## src/rtl/adder48_pkg.sv

```systemverilog
// adder48_pkg
// Shared definitions for the sequential 48-bit adder: slice geometry
// constants and the slice-sequencing FSM state encoding.
package adder48_pkg;

  localparam int SLICE_W  = 16;
  localparam int N_SLICES = 3;
  localparam int DATA_W   = SLICE_W * N_SLICES;

  // IDLE waits for operands, SLk computes slice k, DONE holds the result.
  typedef enum logic [2:0] {
    IDLE,
    SL0,
    SL1,
    SL2,
    DONE
  } state_t;

endpackage

```

## src/rtl/adder16.sv

```systemverilog
// adder16
// Combinational 16-bit ripple slice with carry-in and carry-out.
// Ports:
//   a, b  : 16-bit operands
//   ci    : carry-in
//   s     : 16-bit sum
//   co    : carry-out
module adder16 (
  input  logic [15:0] a,
  input  logic [15:0] b,
  input  logic        ci,
  output logic [15:0] s,
  output logic        co
);

  // A 17-bit add keeps the carry-out in the top bit.
  assign {co, s} = {1'b0, a} + {1'b0, b} + {16'b0, ci};

endmodule

```

## src/rtl/adder48_seq.sv

```systemverilog
// adder48_seq
// Area-reduced 48-bit adder. One adder16 slice is reused over three
// cycles, with the carry rippling through a register between slices.
// Operands arrive on a valid/ready handshake and results leave on another.
// Ports:
//   clk, rst_n           : clock, asynchronous active-low reset
//   in_valid / in_ready  : operand handshake (A, B, c0)
//   A, B, c0             : 48-bit operands and carry-in
//   out_valid/out_ready  : result handshake (S, c48[, ovf])
//   S, c48               : 48-bit sum and carry-out
//   ovf                  : signed overflow, only with ADDER48_SEQ_OVF_EN
// Configuration macro: ADDER48_SEQ_OVF_EN adds the ovf port and its flop.
module adder48_seq
  import adder48_pkg::*;
(
  input  logic            clk,
  input  logic            rst_n,
  input  logic            in_valid,
  output logic            in_ready,
  input  logic [DATA_W:1] A,
  input  logic [DATA_W:1] B,
  input  logic            c0,
  output logic            out_valid,
  input  logic            out_ready,
  output logic [DATA_W:1] S,
  output logic            c48
`ifdef ADDER48_SEQ_OVF_EN
  ,
  output logic            ovf
`endif
);

  state_t              state;
  logic [DATA_W:1]     a_reg;
  logic [DATA_W:1]     b_reg;
  logic                carry;
  logic [SLICE_W-1:0]  slice_a;
  logic [SLICE_W-1:0]  slice_b;
  logic [SLICE_W-1:0]  slice_sum;
  logic                slice_co;
  logic                accept;

  // A new operand set may be taken in the same cycle the held result
  // is consumed, so in_ready looks through to out_ready in DONE.
  assign in_ready  = (state == IDLE) || ((state == DONE) && out_ready);
  assign out_valid = (state == DONE);
  assign accept    = in_valid && in_ready;

  // Operand slice multiplexer: the state selects which 16-bit slice
  // of the operand registers feeds the shared adder.
  always_comb begin
    slice_a = a_reg[SLICE_W:1];
    slice_b = b_reg[SLICE_W:1];
    case (state)
      SL1: begin
        slice_a = a_reg[2*SLICE_W:SLICE_W+1];
        slice_b = b_reg[2*SLICE_W:SLICE_W+1];
      end
      SL2: begin
        slice_a = a_reg[DATA_W:2*SLICE_W+1];
        slice_b = b_reg[DATA_W:2*SLICE_W+1];
      end
      default: begin
        slice_a = a_reg[SLICE_W:1];
        slice_b = b_reg[SLICE_W:1];
      end
    endcase
  end

  adder16 u_slice (
    .a  (slice_a),
    .b  (slice_b),
    .ci (carry),
    .s  (slice_sum),
    .co (slice_co)
  );

  // Sequencing FSM with operand, carry and result registers.
  // S keeps its old contents until each slice overwrites its part, so a
  // stalled result stays stable for as long as DONE is held.
  always_ff @(posedge clk or negedge rst_n) begin
    if (!rst_n) begin
      state <= IDLE;
      a_reg <= '0;
      b_reg <= '0;
      carry <= 1'b0;
      S     <= '0;
      c48   <= 1'b0;
`ifdef ADDER48_SEQ_OVF_EN
      ovf   <= 1'b0;
`endif
    end else begin
      case (state)
        IDLE: begin
          if (accept) begin
            a_reg <= A;
            b_reg <= B;
            carry <= c0;
            state <= SL0;
          end
        end
        SL0: begin
          S[SLICE_W:1] <= slice_sum;
          carry        <= slice_co;
          state        <= SL1;
        end
        SL1: begin
          S[2*SLICE_W:SLICE_W+1] <= slice_sum;
          carry                  <= slice_co;
          state                  <= SL2;
        end
        SL2: begin
          S[DATA_W:2*SLICE_W+1] <= slice_sum;
          c48                   <= slice_co;
`ifdef ADDER48_SEQ_OVF_EN
          // Like-signed operands whose sum sign differs have overflowed.
          ovf <= (a_reg[DATA_W] == b_reg[DATA_W]) &&
                 (slice_sum[SLICE_W-1] != a_reg[DATA_W]);
`endif
          state <= DONE;
        end
        DONE: begin
          if (accept) begin
            a_reg <= A;
            b_reg <= B;
            carry <= c0;
            state <= SL0;
          end else if (out_ready) begin
            state <= IDLE;
          end
        end
        default: state <= IDLE;
      endcase
    end
  end

endmodule

```

## config.mk

```make
export PLATFORM = sky130hd
export DESIGN_NAME = adder48_seq
export DESIGN_NICKNAME = d
export VERILOG_FILES = /design/src/rtl/adder48_pkg.sv /design/src/rtl/adder16.sv /design/src/rtl/adder48_seq.sv
export SDC_FILE = /design/constraint.sdc
export NUM_CORES = 1
export LEC_CHECK = 0
export ABC_AREA = 1
export CORE_UTILIZATION = 51
export CTS_CLUSTER_DIAMETER = 60
export CTS_CLUSTER_SIZE = 12
export DETAILED_ROUTE_END_ITERATION = 10
export GPL_TIMING_DRIVEN = 1
export HOLD_SLACK_MARGIN = 0.08
export PLACE_DENSITY = 0.8
export REMOVE_ABC_BUFFERS = 1
export SETUP_SLACK_MARGIN = 0.02
export SYNTH_ARGS = -nofsm -noshare
export SYNTH_HDL_FRONTEND = slang
export SYNTH_SLANG_ARGS = --single-unit
export TNS_END_PERCENT = 50
```

## constraint.sdc

```tcl
create_clock -name clk -period 3.95 [get_ports clk]
set_clock_uncertainty 0.2 [all_clocks]
set_input_delay 0.5925 -clock clk [delete_from_list [all_inputs] [get_ports clk]]
set_output_delay 0.5925 -clock clk [all_outputs]
set_load 0.01 [all_outputs]
```

==> results of run 1 <==
-- path summary, 6_finish.rpt --
| path | start | endpoint | slack [ns] |
|---|---|---|---|
| max | state[0] | S[31] | 0.54 |
| min | S[35] | S[35] | 0.28 |
| max reg2reg | state[0] | S[31] | 0.54 |
| min reg2reg | S[35] | S[35] | 0.28 |
| max in group asynchronous | rst_n | b_reg[42] | 2.16 |
| min in group asynchronous | rst_n | a_reg[47] | 0.59 |
-- synth_stat cells, types with 5 or more instances --
library cell,instances,share of area [%]
a21oi_1,11,0.78
buf_2,15,1.1
clkbuf_1,10,0.53
dfrtp_1,149,53
ha_1,15,2.7
inv_1,55,2.9
mux2_1,19,3.0
mux2_2,77,12
nand2_1,188,10
nand3_1,44,3.1
nor2_1,71,3.8
nor3_1,5,0.35
o21ai_0,13,0.92
o22ai_1,29,2.6
or2_2,7,0.62
-- cell type report --
cell class / count / area, µm² / area share (%)
Clock inverter: 9 / 173 / 1.82
Inverter: 56 / 210 / 2.22
Clock buffer: 22 / 484 / 5.11
Timing Repair Buffer: 165 / 1660 / 17.5
Tap cell: 176 / 220 / 2.32
Sequential cell: 149 / 3730 / 39.4
Multi-Input combinational cell: 495 / 3000 / 31.7
-- per-stage QoR --
stage	std cells	setup WS, ns	util, %	area (µm²)
after detailed placement	1040	0.606	65.7	8800
final	1072	0.539	70.7	9470
after floorplan	700	0.325	-	6930
after CTS	1072	0.562	70.7	9470
after global placement	1040	0.716	65.7	8800
after global routing	1072	0.281	70.7	9470
-- critical path, delay by kind of cell, from the launching register on --
kind | cells | cell delay [ns]
and+or+nand+nor | 11 | 1.05
buffers and inverters | 3 | 0.75
adders and majority gates | 2 | 0.64
DFF | 1 | 0.43
AOI/OAI and AO/OA | 1 | 0.20
-- kinds of logic (layout without fill, tap and decap cells) --
logic type	count (synthesis)	count (layout)	share of synthesized area, %
muxes	96	96	15.3
AOI/OAI and AO/OA	58	58	4.83
xor gates and xnor gates	3	3	0.372
DFF	149	149	52.7
adders and majority gates	17	17	3.22
and+or+nand+nor	321	321	18.5
buffers and inverters	84	252	5.04
-- per-layer routing --
layer  vias up  share of wire [%]
met5         -                  0
met4         0                1.7
met3        29                5.6
met2       183                 49
met1      2719                 44
li1       2713                  -
-- layout by cell type, fill, tap and decap left out, types with 2 or more instances in the layout --
cell,instances
clkinv_2,3
nor3_1,5
fa_1,2
mux2_2,77
clkbuf_8,4
nand3_1,44
ha_1,15
o22ai_1,29
nor2_1,71
xor2_1,3
nand3b_1,3
inv_1,55
bufinv_16,5
o21ai_0,13
buf_4,10
mux2_1,19
a21oi_1,11
nand2_1,187
buf_12,3
dfrtp_1,149
clkdlybuf4s50_1,150
clkbuf_16,17
or2_2,7
==> results by group, run 1 <==
Status
  • Outcome: completed

Global route
  • First-pass GRT wire length: 28600 µm
  • GRT overflow: 0
  • Met3 Use GR: 5.94%
  • GR Layer Usage met2: 43.0%
  • Vias in the first global route: 5716
  • Met1 Resource Use GR: 34.1%
  • Most crowded layer after global routing: met2
  • Largest net degree at the start of global routing: 91
  • GRT Util Overall: 26.2%
  • Initial antenna violation count: 0

Place
  • Port bufs: 151
  • Placer Congestion: 0.926
  • Hpwl dp: 12200 µm

STA
  • F_max: 293 MHz
  • Worst hold margin: 0.282 ns
  • Setup violators final: 0
  • Rel. slew slack: 45.4%
  • Setup TNS: 0 ns
  • Final Hold Viols: 0
  • Min Tclk post-route: 3.41 ns
  • RSZ-0062 raised after global routing: no
  • Max-slew violations: 0
  • Tcrit/Tclk final: 86.4%
  • Actual slew at the worst max-slew pin: 0.819 ns

Logic synthesis
  • Main synth FF type: dfrtp_1
  • Part of the Yosys area used for sequential elements: 52.7%
  • Post-Syn Area: 0.00707 mm²
  • Synth Area per Inst: 9.72 µm²
  • FF+latch count, synth: 149
  • Post-synth cell types: 28
  • Synth warnings: 0
  • EDFF count, synth: 0
  • Async S/R FF share, synth: 100%
  • Synthesized instance count: 728

Critical path
  • Worst-path maximum fanout: 29
  • Worst EP required: 4.07 ns
  • R2R cell count: 17
  • Most common cell on crit path: nand2_1
  • Startpoint Class: flop
  • Worst Path Arrival: 3.53 ns
  • CP Class: flop to flop
  • Largest stage delay, worst path: 0.43 ns
  • Critical-path top delay cell: dfrtp_1
  • Crit. End Element: flop
  • Crit-path cells: nor2_1, nand2_2, buf_4, inv_1, a21oi_1, fa_1, inv_1, fa_1, nand2_1, nand2_1, nand3b_1, nand2_1, nand2_1, nand2_1, nand2_1, nand3_1, nand2_1

Die
  • Die width: 120 µm
  • Std-Cell Rows: 42
  • IO Pins: 152
  • Die area: 0.0143 mm²
  • Die height: 120 µm
  • Starting density of the core: 52.8%
  • Core area: 0.0134 mm²

Clock tree
  • Reg clk slew, reported paths: 0.06 ns
  • Num CTS Buffers: 17
  • Hold-fix buffers, CTS: 1
  • Clock Latency Late Sink: 0.43 ns
  • CTS tree: yes
  • H-Tree Depth: 4
  • Clock Sinks: 149
  • # resized after CTS: 0
  • Post-CTS setup buffer count: 0
  • Clock Tree Root: clkbuf_16
  • Clock Path Buffers: 2

Min path
  • Hold Crit Depth: 2
  • Min-delay worst type: flop to flop

Cells and area
  • Fillcell total: 1044
  • Final #Nets: 1002
  • Layout cells sized above 1: 14.8%
  • Layout Area Growth over Synthesis: 33.9%
  • N_diodes: 0

Drt
  • TritonRoute pass-1 iters: 7
  • DRC errors left: 0
  • Vias per std cell: 5.26
  • Iteration-0 DRC Markers: 339
  • Antenna-violating nets left: 0
  • Drt total wl: 17500 µm
  • Wire per inst: 16.3 µm
  • Via count: 5644

Run
  • Max cap viols: 0
Power of run 1 is left out: the tool's default activity adds up to more than one toggle a clock period on the data nets, which glitch-free logic cannot reach.
==> run 2, diff against run 1 <==
MAX_ROUTING_LAYER = met4   (was default)
==> run 2 against run 1 <==
Effect of this change:
- utilization is 0.22 points lower
- critical path depth is 1 lower
- worst hold slack better by 0.0048 ns
- routed wire length is 1.6% lower
- final area is 0.32% lower
- via count is 0.14% lower
- largest cell class unchanged
==> results by group, run 2 (synthesized netlist as in run 1, its figures left out) <==
Status
  • Outcome: completed (unchanged)

Clock tree
  • Num CTS Buffers: 17 (unchanged)
  • CTS tree: yes (unchanged)
  • Clock Tree Root: clkbuf_16 (unchanged)
  • Clock Path Buffers: 2 (unchanged)
  • Reg clk slew, reported paths: 0.06 ns (about the same)
  • # resized after CTS: 0 (unchanged)
  • H-Tree Depth: 4 (unchanged)
  • Clock Sinks: 149 (unchanged)
  • Clock Latency Late Sink: 0.43 ns (about the same)

Drt
  • TritonRoute pass-1 iters: 8 (was 7)
  • Antenna-violating nets left: 0 (unchanged)
  • Via count: 5636 (was 5644)
  • Iteration-0 DRC Markers: 393 (was 339)
  • Vias per std cell: 5.26 (about the same)
  • DRC errors left: 0 (unchanged)
  • Wire per inst: 16.0 µm (was 16.3 µm)
  • Drt total wl: 17200 µm (was 17500 µm)

Critical path
  • Worst EP required: 4.06 ns (was 4.07 ns)
  • Crit. End Element: flop (unchanged)
  • Startpoint Class: flop (unchanged)
  • CP Class: flop to flop (unchanged)
  • Worst-path maximum fanout: 17 (was 29)
  • Worst Path Arrival: 3.48 ns (was 3.53 ns)
  • R2R cell count: 16 (was 17)

Die
  • IO Pins: 152 (unchanged)
  • Std-Cell Rows: 42 (unchanged)
  • Core area: 0.0134 mm² (unchanged)
  • Starting density of the core: 52.8% (unchanged)
  • Die width: 120 µm (unchanged)
  • Die height: 120 µm (unchanged)
  • Die area: 0.0143 mm² (unchanged)

Cells and area
  • Commonest non-fill, non-tap cell in the layout: nand2_1 (unchanged)
  • Layout cells sized above 1: 14.8% (unchanged)
  • Layout Area Growth over Synthesis: 33.5% (was 33.9%)
  • Fillcell total: 1030 (was 1044)
  • N_diodes: 0 (unchanged)
  • Final #Nets: 1001 (was 1002)
  • Post-route cell area: 0.00944 mm² (was 0.00947 mm²)
  • Most frequent cells in the layout: nand2_1, clkdlybuf4s50_1, dfrtp_1 (unchanged)

STA
  • RSZ-0062 raised after global routing: no (unchanged)
  • Final Hold Viols: 0 (unchanged)
  • Min Tclk post-route: 3.37 ns (was 3.41 ns)
  • Rel. slew slack: 57.1% (was 45.4%)
  • Tcrit/Tclk final: 85.3% (was 86.4%)
  • F_max: 297 MHz (was 293 MHz)
  • Setup TNS: 0 ns (unchanged)
  • Setup violators final: 0 (unchanged)
  • Worst setup margin: 0.581 ns (was 0.539 ns)
  • Actual slew at the worst max-slew pin: 0.643 ns (was 0.819 ns)
  • Max-slew violations: 0 (unchanged)

Global route
  • Largest net degree at the start of global routing: 82 (was 91)
  • GRT overflow: 0 (unchanged)
  • First-pass GRT wire length: 28400 µm (was 28600 µm)
  • Vias in the first global route: 5776 (was 5716)
  • Initial antenna violation count: 0 (unchanged)
  • GRT Util Overall: 26.6% (was 26.2%)

Place
  • Post-DP Area: 0.00880 mm² (about the same)
  • Port bufs: 151 (unchanged)
  • Place WS: 0.640 ns (was 0.606 ns)
  • Placer Congestion: 0.923 (was 0.926)
  • Hpwl dp: 12400 µm (was 12200 µm)

Min path
  • Min-delay worst type: flop to flop (unchanged)
  • Hold Crit Depth: 2 (unchanged)

Run
  • Max cap viols: 0 (unchanged)
==> run 2: worst paths after layout <==
kind                           from        end  slack, ns
max                        state[2]       S[7]       0.58
min                           S[37]      S[37]       0.29
max reg2reg                state[2]       S[7]       0.58
min reg2reg                   S[37]      S[37]       0.29
max in group asynchronous     rst_n  a_reg[19]       2.20
min in group asynchronous     rst_n  a_reg[47]       0.52
==> run 2: timing repair <==
action	in CTS	in global routing
hold buffers	1	0
setup buffers	0	0
hold endpoints to repair	68	0
==> run 2: layout make-up <==
| cell class | instances | area (µm²) | area share [%] |
|---|---|---|---|
| Timing Repair Buffer | 164 | 1650 | 17.5 |
| Clock inverter | 10 | 150 | 1.59 |
| Tap cell | 176 | 220 | 2.33 |
| Sequential cell | 149 | 3730 | 39.5 |
| Clock buffer | 22 | 484 | 5.13 |
| Inverter | 56 | 210 | 2.23 |
| Multi-Input combinational cell | 495 | 3000 | 31.8 |
==> run 2: through the flow <==
step,instances,util [%],hold WS [ns]
5_1_grt,1072,70.5,0.311
3_5_place_dp,1039,65.6,0.265
2_1_floorplan,700,-,0.0969
3_3_place_gp,1039,65.6,0.266
4_1_cts,1072,70.5,0.289
6_report,1072,70.5,0.287
==> run 2: metal layers <==
| metal | GRT usage, % | part of all wire, % | vias up |
|---|---|---|---|
| li1 | - | - | 2715 |
| met1 | 34.0 | 45 | 2733 |
| met2 | 42.3 | 48 | 165 |
| met3 | 5.18 | 4.6 | 23 |
| met4 | 10.0 | 1.9 | 0 |
| met5 | - | 0 | - |
==> run 2: critical path, cell delays in order (launching register included) <==
cell and delay [ns]:
dfrtp_1 0.42, inv_1 0.11, nand2_1 0.14, nor2_4 0.11, buf_4 0.24, inv_2 0.18
o221ai_1 0.23, fa_1 0.23, inv_1 0.10, fa_1 0.41, nand2_1 0.10, nand2_1 0.11
nand3b_1 0.10, nand2_1 0.10, or2_2 0.32, nand3_1 0.09, nand2_1 0.06
Power of run 2 is left out for the same reason.
==> run 3, diff against run 2 <==
GPL_ROUTABILITY_DRIVEN = 0   (was default)
==> run 3 against run 2 <==
Effect of this change:
- register-to-register slack about the same
- global-route usage down 0.56 points
- via count about the same
- die area unchanged
- first-iteration DRC count down 14%
- routed wire length down 2.2%
- critical path depth down 1
- sequential share of layout area up 0.094 points
- non-clock buffer count down 3
- utilization down 0.17 points
- final area down 0.24%
- worst hold slack worse by 0.0064 ns
==> results by group, run 3 (synthesized netlist as in run 1, its figures left out) <==
Critical path
  • Startpoint Class: flop (unchanged)
  • R2R cell count: 15 (was 16)
  • Worst flop-to-flop path startpoint: state[2] (unchanged)
  • R2r setup slk: 0.58 ns (about the same)
  • RR Endpoint: S[25] (was S[7])
  • Worst EP required: 4.05 ns (was 4.06 ns)
  • Worst-path maximum fanout: 17 (unchanged)
  • CP Class: flop to flop (unchanged)
  • Worst Path Arrival: 3.47 ns (was 3.48 ns)
  • Crit. End Element: flop (unchanged)

STA
  • Max-slew violations: 0 (unchanged)
  • Worst hold margin: 0.281 ns (was 0.287 ns)
  • Final Hold Viols: 0 (unchanged)
  • Setup TNS: 0 ns (unchanged)
  • RSZ-0062 raised after global routing: no (unchanged)
  • Min Tclk post-route: 3.37 ns (about the same)
  • Actual slew at the worst max-slew pin: 0.675 ns (was 0.643 ns)
  • Tcrit/Tclk final: 85.2% (was 85.3%)
  • Rel. slew slack: 55.0% (was 57.1%)
  • Setup violators final: 0 (unchanged)
  • F_max: 297 MHz (about the same)

Cells and area
  • Post-route cell area: 0.00942 mm² (was 0.00944 mm²)
  • Fin util: 70.3% (was 70.5%)
  • Fillcell total: 1017 (was 1030)
  • N_diodes: 0 (unchanged)
  • Final #Nets: 998 (was 1001)
  • Commonest non-fill, non-tap cell in the layout: nand2_1 (unchanged)
  • Layout Area Growth over Synthesis: 33.2% (was 33.5%)
  • Layout cells sized above 1: 14.3% (was 14.8%)
  • Most frequent cells in the layout: nand2_1, clkdlybuf4s50_1, dfrtp_1 (unchanged)
  • Multi-input logic area: 0.00300 mm² (unchanged)
  • Sequential cell area: 0.00373 mm² (unchanged)

Clock tree
  • Clock Path Buffers: 2 (unchanged)
  • H-Tree Depth: 4 (unchanged)
  • Num CTS Buffers: 17 (unchanged)
  • CTS tree: yes (unchanged)
  • Clock Sinks: 149 (unchanged)
  • Clock Tree Root: clkbuf_16 (unchanged)
  • Clock Latency Late Sink: 0.42 ns (was 0.43 ns)
  • Reg clk slew, reported paths: 0.06 ns (about the same)

Min path
  • WHS Endpoint: S[6] (was S[37])
  • Min-delay src: S[6] (was S[37])
  • Min-delay worst type: flop to flop (unchanged)
  • Hold Crit Depth: 2 (unchanged)

Die
  • Die area: 0.0143 mm² (unchanged)
  • Die width: 120 µm (unchanged)
  • Core area: 0.0134 mm² (unchanged)
  • Starting density of the core: 52.8% (unchanged)
  • Std-Cell Rows: 42 (unchanged)
  • Die height: 120 µm (unchanged)
  • IO Pins: 152 (unchanged)

Drt
  • Antenna-violating nets left: 0 (unchanged)
  • Drt total wl: 16800 µm (was 17200 µm)
  • TritonRoute pass-1 iters: 6 (was 8)
  • Wire per inst: 15.7 µm (was 16.0 µm)
  • Iteration-0 DRC Markers: 337 (was 393)
  • Via count: 5639 (was 5636)
  • Vias per std cell: 5.28 (was 5.26)
  • DRC errors left: 0 (unchanged)

Global route
  • GRT Util Overall: 26.1% (was 26.6%)
  • GRT overflow: 0 (unchanged)
  • Largest net degree at the start of global routing: 76 (was 82)
  • Initial antenna violation count: 0 (unchanged)
  • Vias in the first global route: 5699 (was 5776)
  • First-pass GRT wire length: 28000 µm (was 28400 µm)

Place
  • Post-DP Area: 0.00877 mm² (was 0.00880 mm²)
  • Port bufs: 151 (unchanged)
  • Hpwl dp: 12100 µm (was 12400 µm)

Run
  • Max cap viols: 0 (unchanged)

Status
  • Outcome: completed (unchanged)
==> run 3: timing repair <==
| item | 4_1_cts | 5_1_grt |
|---|---|---|
| hold buffers | 1 | 0 |
| endpoints found under the hold margin | 74 | 0 |
| setup endpoints to repair | 0 | 0 |
| buffers inserted | 0 | 0 |
| gates resized for setup | 0 | 0 |
==> run 3: cell type report <==
class	count	share of cell area, %
Clock buffer	23	5.18
Clock inverter	8	1.55
Inverter	56	2.23
Multi-Input combinational cell	495	31.8
Sequential cell	149	39.6
Tap cell	176	2.34
Timing Repair Buffer	161	17.3
==> run 3: stage by stage <==
stage,cells,worst slack [ns]
2_1_floorplan,700,0.325
3_3_place_gp,1036,0.737
3_5_place_dp,1036,0.680
4_1_cts,1068,0.621
5_1_grt,1068,0.397
6_report,1068,0.583
==> run 3: critical path, stage by stage, from the launching register on <==
cell	delay [ns]
dfrtp_1	0.41
inv_1	0.11
nand2_1	0.16
nor2_4	0.41
inv_2	0.16
o221ai_1	0.22
fa_1	0.22
inv_1	0.10
fa_1	0.41
nand2_1	0.09
nand2_1	0.08
nand3_1	0.10
nand2_1	0.10
or2_2	0.31
nand3_1	0.08
nand2_1	0.08
==> run 3: metal layers <==
layer / GRT usage [%] / part of all wire [%] / vias to the layer above
met5: - / 0 / -
li1: - / - / 2706
met2: 42.0 / 48 / 206
met1: 33.7 / 45 / 2713
met3: 5.28 / 5.7 / 14
met4: 7.11 / 1.0 / 0
==> run 3: how the worst max path moves through the flow <==
stage               startpoint     to  cells after the start
finish                state[2]  S[25]                     15
global placement      state[2]   S[9]                     15
detailed placement    state[2]  S[23]                     15
CTS                   state[2]  S[25]                     15
floorplan             state[2]  S[25]                     14
global route          state[2]  S[25]                     15
Power of run 3 is left out for the same reason.
